File: src/rtl/bcd_entry_if.sv
// Keypad-to-operand bus for bcd_entry_ctrl: keypad strobes in, status and result out.
// dbg_state mirrors the controller FSM state for checkers.
interface bcd_entry_if;
  logic        key_valid;
  logic [3:0]  key_digit;
  logic        key_clr;
  logic        key_bs;
  logic        enter;
  logic        busy;
  logic [2:0]  digit_cnt;
  logic        key_err;
  logic [13:0] result;
  logic        result_valid;
  logic [1:0]  dbg_state;

  // Strobes are single-cycle requests with no ready path.
  // The keypad side may present them at any time.
  // While busy is high, key_valid, key_bs and enter are dropped;
  // key_clr is always honoured.
  modport master (
    output key_valid, key_digit, key_clr, key_bs, enter,
    input  busy, digit_cnt, key_err, result, result_valid, dbg_state
  );

  modport slave (
    input  key_valid, key_digit, key_clr, key_bs, enter,
    output busy, digit_cnt, key_err, result, result_valid, dbg_state
  );
endinterface

File: src/rtl/bcd_entry_ctrl.sv
// Four-digit BCD operand entry with a sequential digit x weight conversion to 14-bit binary.
// Optional backspace support is enabled by defining BCD_ENTRY_BACKSPACE_EN.
module bcd_entry_ctrl #(
  parameter int MAX_DIGITS = 4
) (
  input  logic        clk,
  input  logic        rst_n,
  bcd_entry_if.slave  bus
);

  typedef enum logic [1:0] {
    S_IDLE  = 2'd0,
    S_ISSUE = 2'd1,
    S_DRAIN = 2'd2,
    S_DONE  = 2'd3
  } state_t;

  state_t           state_q;
  logic [3:0][3:0]  buf_q;
  logic [2:0]       cnt_q;
  logic [1:0]       idx_q;
  logic [13:0]      prod_q;
  logic [13:0]      acc_q;
  logic [13:0]      result_q;
  logic             busy_q;
  logic             key_err_q;
  logic             result_valid_q;

  logic [13:0]      weight_d;
  logic [13:0]      prod_d;
  logic [13:0]      sum_d;

  always_comb begin
    weight_d = 14'd1;
    case (idx_q)
      2'd3:    weight_d = 14'd1000;
      2'd2:    weight_d = 14'd100;
      2'd1:    weight_d = 14'd10;
      default: weight_d = 14'd1;
    endcase
  end

  assign prod_d = {10'd0, buf_q[idx_q]} * weight_d;
  assign sum_d  = acc_q + prod_q;

`ifndef BCD_ENTRY_BACKSPACE_EN
  logic unused_key_bs;
  assign unused_key_bs = bus.key_bs;
`endif

  always_ff @(posedge clk or negedge rst_n) begin
    if (!rst_n) begin
      state_q        <= S_IDLE;
      buf_q          <= '0;
      cnt_q          <= '0;
      idx_q          <= '0;
      prod_q         <= '0;
      acc_q          <= '0;
      result_q       <= '0;
      busy_q         <= 1'b0;
      key_err_q      <= 1'b0;
      result_valid_q <= 1'b0;
    end else begin
      key_err_q      <= 1'b0;
      result_valid_q <= 1'b0;
      case (state_q)
        S_IDLE: begin
          if (bus.key_clr) begin
            buf_q <= '0;
            cnt_q <= '0;
          end else if (bus.enter) begin
            state_q <= S_ISSUE;
            idx_q   <= 2'd3;
            acc_q   <= '0;
            busy_q  <= 1'b1;
`ifdef BCD_ENTRY_BACKSPACE_EN
          end else if (bus.key_bs) begin
            if (cnt_q != 3'd0) begin
              buf_q <= {4'd0, buf_q[3:1]};
              cnt_q <= cnt_q - 3'd1;
            end else begin
              key_err_q <= 1'b1;
            end
`endif
          end else if (bus.key_valid) begin
            if (bus.key_digit > 4'd9 || cnt_q == 3'(MAX_DIGITS)) begin
              key_err_q <= 1'b1;
            end else begin
              buf_q <= {buf_q[2:0], bus.key_digit};
              cnt_q <= cnt_q + 3'd1;
            end
          end
        end

        S_ISSUE: begin
          if (bus.key_clr) begin
            state_q <= S_IDLE;
            busy_q  <= 1'b0;
            buf_q   <= '0;
            cnt_q   <= '0;
          end else begin
            prod_q <= prod_d;
            // The first product load has nothing valid in prod_q to add yet.
            if (idx_q != 2'd3) acc_q <= sum_d;
            if (idx_q == 2'd0) state_q <= S_DRAIN;
            else               idx_q   <= idx_q - 2'd1;
          end
        end

        S_DRAIN: begin
          if (bus.key_clr) begin
            state_q <= S_IDLE;
            busy_q  <= 1'b0;
            buf_q   <= '0;
            cnt_q   <= '0;
          end else begin
            acc_q          <= sum_d;
            result_q       <= sum_d;
            result_valid_q <= 1'b1;
            state_q        <= S_DONE;
          end
        end

        default: begin
          // S_DONE: the buffer is cleared on exit whether or not key_clr is seen.
          state_q <= S_IDLE;
          busy_q  <= 1'b0;
          buf_q   <= '0;
          cnt_q   <= '0;
        end
      endcase
    end
  end

  assign bus.busy         = busy_q;
  assign bus.digit_cnt    = cnt_q;
  assign bus.key_err      = key_err_q;
  assign bus.result       = result_q;
  assign bus.result_valid = result_valid_q;
  assign bus.dbg_state    = state_q;

endmodule

File: src/flat_wrapper.sv
// flat-port wrapper written by rule: the top's interface ports become plain ports
module bcd_entry_ctrl_flat 
#(
  parameter int MAX_DIGITS = 4
)
  (clk, rst_n, bus_key_valid, bus_key_digit, bus_key_clr, bus_key_bs, bus_enter, bus_busy, bus_digit_cnt, bus_key_err, bus_result, bus_result_valid, bus_dbg_state);
  bcd_entry_if bus_i ();
  input  logic clk;
  input  logic rst_n;
  input wire logic [$bits(bus_i.key_valid)-1:0] bus_key_valid;
  input wire logic [$bits(bus_i.key_digit)-1:0] bus_key_digit;
  input wire logic [$bits(bus_i.key_clr)-1:0] bus_key_clr;
  input wire logic [$bits(bus_i.key_bs)-1:0] bus_key_bs;
  input wire logic [$bits(bus_i.enter)-1:0] bus_enter;
  output wire logic [$bits(bus_i.busy)-1:0] bus_busy;
  output wire logic [$bits(bus_i.digit_cnt)-1:0] bus_digit_cnt;
  output wire logic [$bits(bus_i.key_err)-1:0] bus_key_err;
  output wire logic [$bits(bus_i.result)-1:0] bus_result;
  output wire logic [$bits(bus_i.result_valid)-1:0] bus_result_valid;
  output wire logic [$bits(bus_i.dbg_state)-1:0] bus_dbg_state;
  assign bus_i.key_valid = bus_key_valid;
  assign bus_i.key_digit = bus_key_digit;
  assign bus_i.key_clr = bus_key_clr;
  assign bus_i.key_bs = bus_key_bs;
  assign bus_i.enter = bus_enter;
  assign bus_busy = bus_i.busy;
  assign bus_digit_cnt = bus_i.digit_cnt;
  assign bus_key_err = bus_i.key_err;
  assign bus_result = bus_i.result;
  assign bus_result_valid = bus_i.result_valid;
  assign bus_dbg_state = bus_i.dbg_state;
  bcd_entry_ctrl #(.MAX_DIGITS(MAX_DIGITS)) u_core (.clk(clk), .rst_n(rst_n), .bus(bus_i));
endmodule
File: config.mk
export PLATFORM = sky130hd
export DESIGN_NAME = bcd_entry_ctrl_flat
export DESIGN_NICKNAME = d
export VERILOG_FILES = /design/src/rtl/bcd_entry_if.sv /design/src/rtl/bcd_entry_ctrl.sv /design/src/flat_wrapper.sv
export SDC_FILE = /design/constraint.sdc
export NUM_CORES = 1
export LEC_CHECK = 0
export CAP_MARGIN = 20
export CORE_UTILIZATION = 55
export CTS_BUF_LIST = sky130_fd_sc_hd__clkbuf_4 sky130_fd_sc_hd__clkbuf_8 sky130_fd_sc_hd__clkbuf_16
export DETAILED_ROUTE_END_ITERATION = 6
export PLACE_DENSITY = 0.81
export SYNTH_ARGS = -nofsm -noshare
export SYNTH_HDL_FRONTEND = slang
export SYNTH_SLANG_ARGS = --single-unit
File: constraint.sdc
create_clock -name clk -period 5.2 [get_ports clk]
set_clock_uncertainty 0.1 [all_clocks]
set_input_delay 1.04 -clock clk [delete_from_list [all_inputs] [get_ports clk]]
set_output_delay 1.04 -clock clk [all_outputs]
set_load 0.03 [all_outputs]
### Word level (Yosys, flattened, before mapping)

Cells that the tools add are included.

* output and inout port bits: 22
* register bits: 68

* reductions and logical operators: 13
* $lt $le $gt $ge: 2
* equal/unequal tests: 18
* bitwise gates (word level): 1
* muxes and demuxes: 43
* multipliers: 1
* add/subtract/negate cells: 3

Operators by type and width (number)
* 2-to-1 mux 16 bit: 5
* 2-to-1 mux 14 bit: 5
* case mux 14 bit (3 select lines): 1
* case mux 16 bit (2 select lines): 1
* case mux 10 bit (3 select lines): 1
* 2-to-1 mux 2 bit: 9
* 2-to-1 mux 3 bit: 5
* adder 14 bit: 1
* multiplier 4 x 10 -> 14 bit: 1
* != test 2 bit (second input constant): 6
* 2-to-1 mux 1 bit: 10
* != test 3 bit (second input constant): 3
* binary-select mux 4 bit (select 2 bit): 1
* == test 2 bit (second input constant): 3
* case mux 2 bit (3 select lines): 1
* case mux 3 bit (2 select lines): 1
* AND reduction 3 bit: 2
* AND reduction 6 bit: 1
* AND reduction 5 bit: 1
* == test 2 x 1 -> 1 bit (second input constant): 2
* greater-than comparator 4 bit (second input constant): 1
* logical NOT 2 bit: 2
* 2-to-1 mux 4 bit: 1
* != test 2 x 1 -> 1 bit (second input constant): 2
* other kinds (14): 15

### Depth between registers and ports, before layout

Gate-level depths: netlist of the first run.

* depth in word-level cells: 7
* depth in mapped cells: 17
* gate-level depth less buffers: 16

### Least setup slack after synthesis of the first run

OpenSTA, ideal clock, no wires.

* path type: flip-flop to flip-flop
* start: register u_core.idx_q[0]
* end: register u_core.prod_q[12]
* slack: 1.034 ns
* arrival: 3.946 ns
* library setup time: 0.120 ns
* cell stages (with the launch flop): 16
* cells stage by stage: dfrtp_1 buf_2 mux4_2 nand2_1 inv_1 fa_1 inv_1 fa_1 inv_1 ha_1 a21o_1 a21o_1 a31oi_1 a211oi_1 or3_1 a41o_1

* word-level cells in the longest chain between the ends: 3
* elaborated cells on any way between the ends: 7
* those cells by class: 1 x mul; 3 x eq/ne; 3 x mux

RTL lines
* from (decl): RTL line bcd_entry_ctrl.sv:21 `logic [1:0] idx_q;`
* from (signal assigned): RTL line bcd_entry_ctrl.sv:106 `else idx_q <= idx_q - 2'd1;`
* == test 2 x 1 -> 1 bit (tied with other cells): RTL line bcd_entry_ctrl.sv:35 `case (idx_q)`
* case mux 10 bit (3 select lines) / 2-to-1 mux 4 bit (equally long branches): RTL line bcd_entry_ctrl.sv:35, bcd_entry_ctrl.sv:43
* multiplier 4 x 10 -> 14 bit *: RTL line bcd_entry_ctrl.sv:43 `assign prod_d = {10'd0, buf_q[idx_q]} * weight_d;`
* to (signal assigned): RTL line bcd_entry_ctrl.sv:102 `prod_q <= prod_d;`
* to (decl): RTL line bcd_entry_ctrl.sv:22 `logic [13:0] prod_q;`

Mark *: on every way between the ends. The rest lies on a longest branch, timed or not. The select of a mux whose other input is x is not followed.
A chain may end at the register's enable or synchronous reset.

### Worst setup path in the final report of the first run

Ends and elaborated chain as after synthesis.

==> tab_implementation.tex, run 1 <==
\begin{tabular}{lr}
\hline
Metric & Value \\
\hline
\multicolumn{2}{l}{\textbf{Run status}} \\
\quad Result of the run & finished clean \\
\multicolumn{2}{l}{\textbf{Routing}} \\
\quad Routed WL & 9358 um \\
\quad Vias & 3587 \\
\quad Drt drc & 0 \\
\quad Number of violations reported at the end of detailed-routing iteration 0 & 135 \\
\quad Remaining antenna violation count & 0 \\
\quad Routed via count divided by cell count & 5.587 \\
\quad WL/cell & 14.58 um \\
\quad First-pass detailed-route iteration total & 4 \\
\multicolumn{2}{l}{\textbf{Logic synthesis}} \\
\quad Synth Area per Inst & 9.200 sq um \\
\quad Synth Instances & 502 \\
\quad Post-Synthesis Cell Area & 0.004618 sq mm \\
\quad Primary flip-flop cell chosen by synthesis mapping & dfrtp\_1 \\
\quad Area contributors post-synth & dfrtp\_1 (37\%), ha\_1 (13\%), nand2\_1 (8.0\%) \\
\quad Yosys warning total & 0 \\
\quad Seq cells post-synth & 68 \\
\quad Synth area leader & dfrtp\_1 \\
\quad Number of nets in the synthesized netlist & 572 \\
\quad Area fraction of the dominant cell type after synthesis & 36.85\% \\
\quad Number of enable flip-flop cells after synthesis & 0 \\
\quad Sequential-to-total area share from yosys stat & 36.85\% \\
\quad Synth async-reset ratio & 100.0\% \\
\quad Count of distinct cell types in the synthesized netlist & 49 \\
\multicolumn{2}{l}{\textbf{Critical path}} \\
\quad Chain of cells forming the critical path & mux4\_2 > nand2\_1 > inv\_1 > fa\_1 > inv\_1 > fa\_1 > inv\_1 > ha\_1 > a21o\_1 > a21o\_1 > a31oi\_1 > a211oi\_1 > or3\_1 > a41o\_1 \\
\quad Setup crit end kind & flop \\
\quad Startpoint type of the worst setup path & flop \\
\quad Arrival time worst endpoint & 4630 ps \\
\quad Register-to-Register Path Depth & 14 \\
\quad Slowest CP cell & mux4\_2 \\
\quad Required time at the worst-slack endpoint & 5340 ps \\
\quad Buf+Inv Stages, Crit Path & 3 \\
\quad Crit-path leading delay family & adder cells \\
\quad Maximum fanout along the worst path & 9 \\
\quad Critical path depth & 14 \\
\quad Critical path type & flop to flop \\
\quad Crit path largest cell delay & 640 ps \\
\quad Most Frequent Cell on Critical Path & inv\_1 \\
\multicolumn{2}{l}{\textbf{Global route}} \\
\quad Gr usage total & 24.21\% \\
\quad Largest net degree at the start of global routing & 69 \\
\quad Initial antenna violation count & 0 \\
\quad Overflow left after global routing & 0 \\
\quad Wire length of the first global-routing pass & 16410 um \\
\quad Via count of the first global-routing pass & 3727 \\
\multicolumn{2}{l}{\textbf{Finish}} \\
\quad Fraction of final layout cells with drive strength greater than 1 & 8.380\% \\
\quad Area Overhead vs Synth & 13.03\% \\
\quad Antenna Diode Count & 0 \\
\quad Area of all placed cells without fillers & 0.005220 sq mm \\
\quad Final cell count without fillers & 642 \\
\quad Most common cell after layout, fill and taps aside & nand2\_1 \\
\quad Final Net Count & 602 \\
\quad Leading cell types in the layout, fill and taps excluded & nand2\_1 (98), dfrtp\_1 (68), inv\_1 (50), ha\_1 (47), o21ai\_0 (31) \\
\quad Number of inserted filler cells in the final layout & 683 \\
\multicolumn{2}{l}{\textbf{CTS}} \\
\quad Number of levels in the clock H-tree & 3 \\
\quad Number of resized instances in the post-cts repair step & 0 \\
\quad Buffers inserted by post-CTS timing repair & 0 \\
\quad Hold-fix buffers, CTS & 0 \\
\quad Clk slew on worst S/H paths & 70 ps \\
\quad Worst-case clock buffer depth & 2 \\
\quad Root Driver & clkbuf\_8 \\
\quad Clk\_lat worst skew & 350 ps \\
\quad TritonCTS Sinks & 68 \\
\quad TritonCTS clock tree & done \\
\quad TritonCTS buffer count & 9 \\
\multicolumn{2}{l}{\textbf{Placed design}} \\
\quad Dpl cells & 625 \\
\quad Post-placement cell area & 0.005006 sq mm \\
\quad Detailed placement HPWL & 7173 um \\
\quad RePlAce Congestion & 0.8831 \\
\quad Count of buffers inserted at the top-level ports & 30 \\
\multicolumn{2}{l}{\textbf{STA}} \\
\quad Hold Violations, Final & 0 \\
\quad Final number of setup-violating endpoints & 0 \\
\quad Summed negative setup slack over all endpoints & 0 ps \\
\quad Hold\_ws & 373.5 ps \\
\quad Number of pins with negative max-slew slack in the final report & 0 \\
\quad Top achievable clock speed & 223.0 MHz \\
\quad Worst slew pin tran & 1027 ps \\
\quad Share of the clock period used by the worst path & 86.23\% \\
\quad Final worst path period need & 4484 ps \\
\quad Worst-case headroom to the max-slew limit & 31.25\% \\
\quad Unrepaired setup endpoints after global routing & false \\
\multicolumn{2}{l}{\textbf{Pwr}} \\
\quad Static Leak & 0.002709 uW \\
\quad Clk pwr share & 23.7\% \\
\quad Switch Pwr & 768.8 uW \\
\quad Sequential power share & 36.7\% \\
\quad Combinational share of power & 39.6\% \\
\quad Power consumption & 1909 uW \\
\quad Maximum resistive drop on vdd & 332.7 uV \\
\quad Power Internal & 1140 uW \\
\quad Areal power density over the cells & 365.7 mW/mm\^{}2 \\
\quad Switch share & 40.28\% \\
\multicolumn{2}{l}{\textbf{Hold path}} \\
\quad Number of instances on the worst hold path & 2 \\
\quad Type of the tightest min-delay check & flop to flop \\
\multicolumn{2}{l}{\textbf{Floorplanning}} \\
\quad Initial Util & 56.49\% \\
\quad Area enclosed by the die boundary & 0.008768 sq mm \\
\quad Die Y-Extent & 93.64 um \\
\quad Floorplan core area & 0.008175 sq mm \\
\quad Boundary pin count & 32 \\
\quad Row cnt & 33 \\
\quad Width of the die & 93.64 um \\
\multicolumn{2}{l}{\textbf{Flow run}} \\
\quad Max-capacitance violation count & 0 \\
\hline
\end{tabular}
## state kept, by name (all words and copies together), names as in the netlist
| signal | cells |
|---|---|
| u_core.buf_q | 16 |
| u_core.bus.digit_cnt | 3 |
| u_core.bus.key_err | 1 |
| u_core.prod_q | 14 |
| u_core.acc_q | 14 |
| u_core.bus.busy | 1 |
| u_core.idx_q | 2 |
| u_core.bus.result_valid | 1 |
| u_core.bus.dbg_state | 2 |
| u_core.bus.result | 14 |
## cell usage after synthesis, types with 10 or more instances
master / n
nand2_1: 98
dfrtp_1: 68
inv_1: 50
ha_1: 47
o21ai_0: 32
nand3_1: 21
nor2_1: 19
a21oi_1: 15
fa_1: 13
and2_1: 12
xnor2_1: 12
clkbuf_1: 10
## per-stage QoR
step	util [%]	worst slack, ps
6_report	63.85	716.2
5_1_grt	63.85	429.3
4_1_cts	63.76	688.4
3_5_place_dp	61.23	697.7
3_3_place_gp	61.23	797.5
2_1_floorplan	-	1034
## final timing paths
path	slack [ps]	start	end
hold reg to reg	370	u_core.buf_q[14]	u_core.buf_q[14]
min in group asynchronous	780	rst_n	u_core.bus.result[10]
max in group asynchronous	3680	rst_n	u_core.buf_q[14]
setup / recovery	720	u_core.idx_q[0]	u_core.prod_q[12]
hold / removal	370	u_core.buf_q[14]	u_core.buf_q[14]
setup reg to reg	720	u_core.idx_q[0]	u_core.prod_q[12]
## layer usage
| metal | GRT usage (%) | wire [um] | up-vias |
|---|---|---|---|
| met5 | 0 | 0 | - |
| li1 | - | - | 1753 |
| met2 | 43.50 | 4856 | 60 |
| met1 | 26.83 | 3950 | 1748 |
| met3 | 4.797 | 223 | 26 |
| met4 | 12.95 | 327 | 0 |
## cell families after synthesis
group	Yosys count	share of synthesized area, %
AND/OR/NAND/NOR	175	16.82
AO/OA/AOI/OAI	102	15.04
flip-flops	68	36.85
buffers and inverters	66	5.473
adder cells (fa/ha/maj)	60	18.37
XOR/XNOR	20	3.793
multiplexers	11	3.658
## power by group through the flow
stage               clock network, uW  registers [uW]  logic (uW)
floorplan                           0             773         448
global placement                    0             707         722
detailed placement                  0             714         748
CTS                               461             704         751
global route                      481             717         833
finish                            452             701         756
## layout make-up
class	count	area [sq um]	area share, %
Sequential cell	68	1702	32.60
Timing Repair Buffer	34	325.3	6.232
Tap cell	105	131.4	2.517
Clock buffer	12	158.9	3.044
Inverter	51	191.4	3.667
Clock inverter	4	47.55	0.9108
Multi-Input combinational cell	368	2664	51.03
## worst min-delay path, cell delays in order (launching register included)
cell	delay, ps
dfrtp_1	340
nand2_1	50
nand2_1	50
No activity file was read; power rests on OpenSTA's default activity.
==> inputs of run 2 (changes only) <==
==> constraint.sdc (replaced) <==
create_clock -name clk -period 4.4 [get_ports clk]
set_clock_uncertainty 0.1 [all_clocks]
set_input_delay 0.88 -clock clk [delete_from_list [all_inputs] [get_ports clk]]
set_output_delay 0.88 -clock clk [all_outputs]
set_load 0.03 [all_outputs]
==> tab_implementation.tex, run 2 (synthesis results as in run 1) <==
\begin{tabular}{lr}
\hline
Metric & Value \\
\hline
\multicolumn{2}{l}{\textbf{Run status}} \\
\quad Result of the run & finished clean \\
\multicolumn{2}{l}{\textbf{CTS}} \\
\quad Worst-case clock buffer depth & 2 \\
\quad Root Driver & clkbuf\_8 \\
\quad TritonCTS clock tree & done \\
\quad TritonCTS buffer count & 9 \\
\quad Clk slew on worst S/H paths & 70 ps \\
\quad TritonCTS Sinks & 68 \\
\quad Hold-fix buffers, CTS & 0 \\
\quad Number of levels in the clock H-tree & 3 \\
\quad Clk\_lat worst skew & 350 ps \\
\multicolumn{2}{l}{\textbf{Critical path}} \\
\quad Setup crit end kind & flop \\
\quad Register-to-Register Path Depth & 16 \\
\quad Startpoint type of the worst setup path & flop \\
\quad Arrival time worst endpoint & 4280 ps \\
\quad Reg2reg setup slack & 250 ps \\
\quad Launch point of the worst reg-to-reg path & u\_core.idx\_q[0] \\
\quad Chain of cells forming the critical path & buf\_4 > ha\_1 > nor2\_1 > nor2\_1 > and2\_1 > fa\_1 > inv\_1 > fa\_1 > inv\_1 > ha\_1 > a21o\_1 > a21o\_1 > a31oi\_1 > a211oi\_1 > or3\_1 > a41o\_1 \\
\quad Maximum fanout along the worst path & 7 \\
\quad Slowest CP cell & fa\_1 \\
\quad Crit path largest cell delay & 530 ps \\
\quad Critical path type & flop to flop \\
\quad Required time at the worst-slack endpoint & 4530 ps \\
\quad R2r endpoint & u\_core.prod\_q[12] \\
\multicolumn{2}{l}{\textbf{STA}} \\
\quad Final worst path period need & 4146 ps \\
\quad Hold Violations, Final & 0 \\
\quad Minimum setup slack in the final design & 254.3 ps \\
\quad Share of the clock period used by the worst path & 94.22\% \\
\quad Number of pins with negative max-slew slack in the final report & 0 \\
\quad Worst-case headroom to the max-slew limit & 34.26\% \\
\quad Unrepaired setup endpoints after global routing & false \\
\quad Top achievable clock speed & 241.2 MHz \\
\quad Final number of setup-violating endpoints & 0 \\
\quad Worst slew pin tran & 986.2 ps \\
\quad Summed negative setup slack over all endpoints & 0 ps \\
\multicolumn{2}{l}{\textbf{Floorplanning}} \\
\quad Floorplan core area & 0.008175 sq mm \\
\quad Width of the die & 93.64 um \\
\quad Row cnt & 33 \\
\quad Area enclosed by the die boundary & 0.008768 sq mm \\
\quad Boundary pin count & 32 \\
\quad Die Y-Extent & 93.64 um \\
\quad Initial Util & 56.49\% \\
\multicolumn{2}{l}{\textbf{Hold path}} \\
\quad Endpoint with the worst hold slack & u\_core.buf\_q[13] \\
\quad Type of the tightest min-delay check & flop to flop \\
\quad Number of instances on the worst hold path & 2 \\
\quad Min-delay src & u\_core.buf\_q[13] \\
\multicolumn{2}{l}{\textbf{Finish}} \\
\quad Area Overhead vs Synth & 14.49\% \\
\quad Most common cell after layout, fill and taps aside & nand2\_1 \\
\quad Leading cell types in the layout, fill and taps excluded & nand2\_1 (98), dfrtp\_1 (67), inv\_1 (50), ha\_1 (47), o21ai\_0 (31) \\
\quad Antenna Diode Count & 0 \\
\quad Number of inserted filler cells in the final layout & 658 \\
\quad Register with the most flip-flops & u\_core.buf\_q \\
\quad Area taken by multi-input logic gates & 0.002670 sq mm \\
\quad Max reg flops & 16 \\
\quad Sequential Area & 0.001703 sq mm \\
\quad Fraction of final layout cells with drive strength greater than 1 & 9.761\% \\
\quad Final Net Count & 608 \\
\multicolumn{2}{l}{\textbf{Placed design}} \\
\quad Detailed placement HPWL & 7011 um \\
\quad RePlAce Congestion & 0.8965 \\
\quad Placement-stage worst setup slack & 68.88 ps \\
\quad Count of buffers inserted at the top-level ports & 30 \\
\multicolumn{2}{l}{\textbf{Pwr}} \\
\quad Maximum resistive drop on vdd & 394.6 uV \\
\quad Static Leak & 0.002742 uW \\
\quad Areal power density over the cells & 435.8 mW/mm\^{}2 \\
\multicolumn{2}{l}{\textbf{Routing}} \\
\quad Vias & 3568 \\
\quad Drt drc & 0 \\
\quad Remaining antenna violation count & 0 \\
\quad Routed via count divided by cell count & 5.506 \\
\quad First-pass detailed-route iteration total & 4 \\
\quad Number of violations reported at the end of detailed-routing iteration 0 & 117 \\
\quad WL/cell & 14.06 um \\
\quad Routed WL & 9114 um \\
\multicolumn{2}{l}{\textbf{Global route}} \\
\quad Gr usage total & 23.33\% \\
\quad Via count of the first global-routing pass & 3550 \\
\quad Initial antenna violation count & 0 \\
\quad Largest net degree at the start of global routing & 45 \\
\quad Overflow left after global routing & 0 \\
\quad Wire length of the first global-routing pass & 15910 um \\
\multicolumn{2}{l}{\textbf{Flow run}} \\
\quad Max-capacitance violation count & 0 \\
\hline
\end{tabular}
[run 2: final cells by class]
type | instances | share of cell area (%)
repair buffers | 40 | 7.004
well taps | 105 | 2.485
clock buffers | 13 | 3.384
flip-flops and latches | 68 | 32.21
inverters | 51 | 3.620
clock inverters | 3 | 0.8045
multi-input cells | 368 | 50.50
[run 2: worst max path at each step]
stage,from,endpoint,cells after the start
6_report,u_core.idx_q[0],u_core.prod_q[12],16
5_1_grt,u_core.idx_q[1],u_core.prod_q[13],14
4_1_cts,u_core.idx_q[0],u_core.prod_q[13],13
3_5_place_dp,u_core.idx_q[0],u_core.prod_q[13],13
3_3_place_gp,u_core.idx_q[0],u_core.prod_q[11],13
2_1_floorplan,u_core.idx_q[0],u_core.prod_q[12],15
[run 2: critical path: cells and delay by family, from the launching register on]
kind	cells	cell delay (ps)
flops	1	480
buf+inv	3	260
simple gates	4	800
compound gates	5	800
fa+ha+maj	4	1600
[run 2: stage by stage]
stage / cell area, sq um / instances / hold slack, ps / util (%) / total power (uW)
final: 5288 / 648 / 364.9 / 64.68 / 2305
after global routing: 5288 / 648 / 397.2 / 64.68 / 2448
after CTS: 5250 / 644 / 370.6 / 64.22 / 2298
after detailed placement: 5029 / 628 / 353.2 / 61.51 / 1736
after global placement: 5029 / 628 / 345.1 / 61.51 / 1697
after floorplan: 4618 / 502 / 333.5 / - / 1443
[run 2: per-layer routing]
layer	share of wire, %	vias to the layer above	GRT usage, %	wire length (um)
li1	-	1769	-	-
met1	44	1725	26.57	3965
met2	52	57	42.28	4744
met3	2.5	17	4.634	231
met4	1.9	0	10.00	173
met5	0	-	0	0
[run 2: timing repair]
| action | 4_1_cts | 5_1_grt |
|---|---|---|
| gates resized for setup | 0 | 2 |
| setup buffers | 0 | 3 |
| endpoints found under the setup margin | 0 | 5 |
[run 2: where the power goes]
group	internal [uW]	switching, uW
Clock	323	235
Sequential	739	89.6
Combinational	331	588
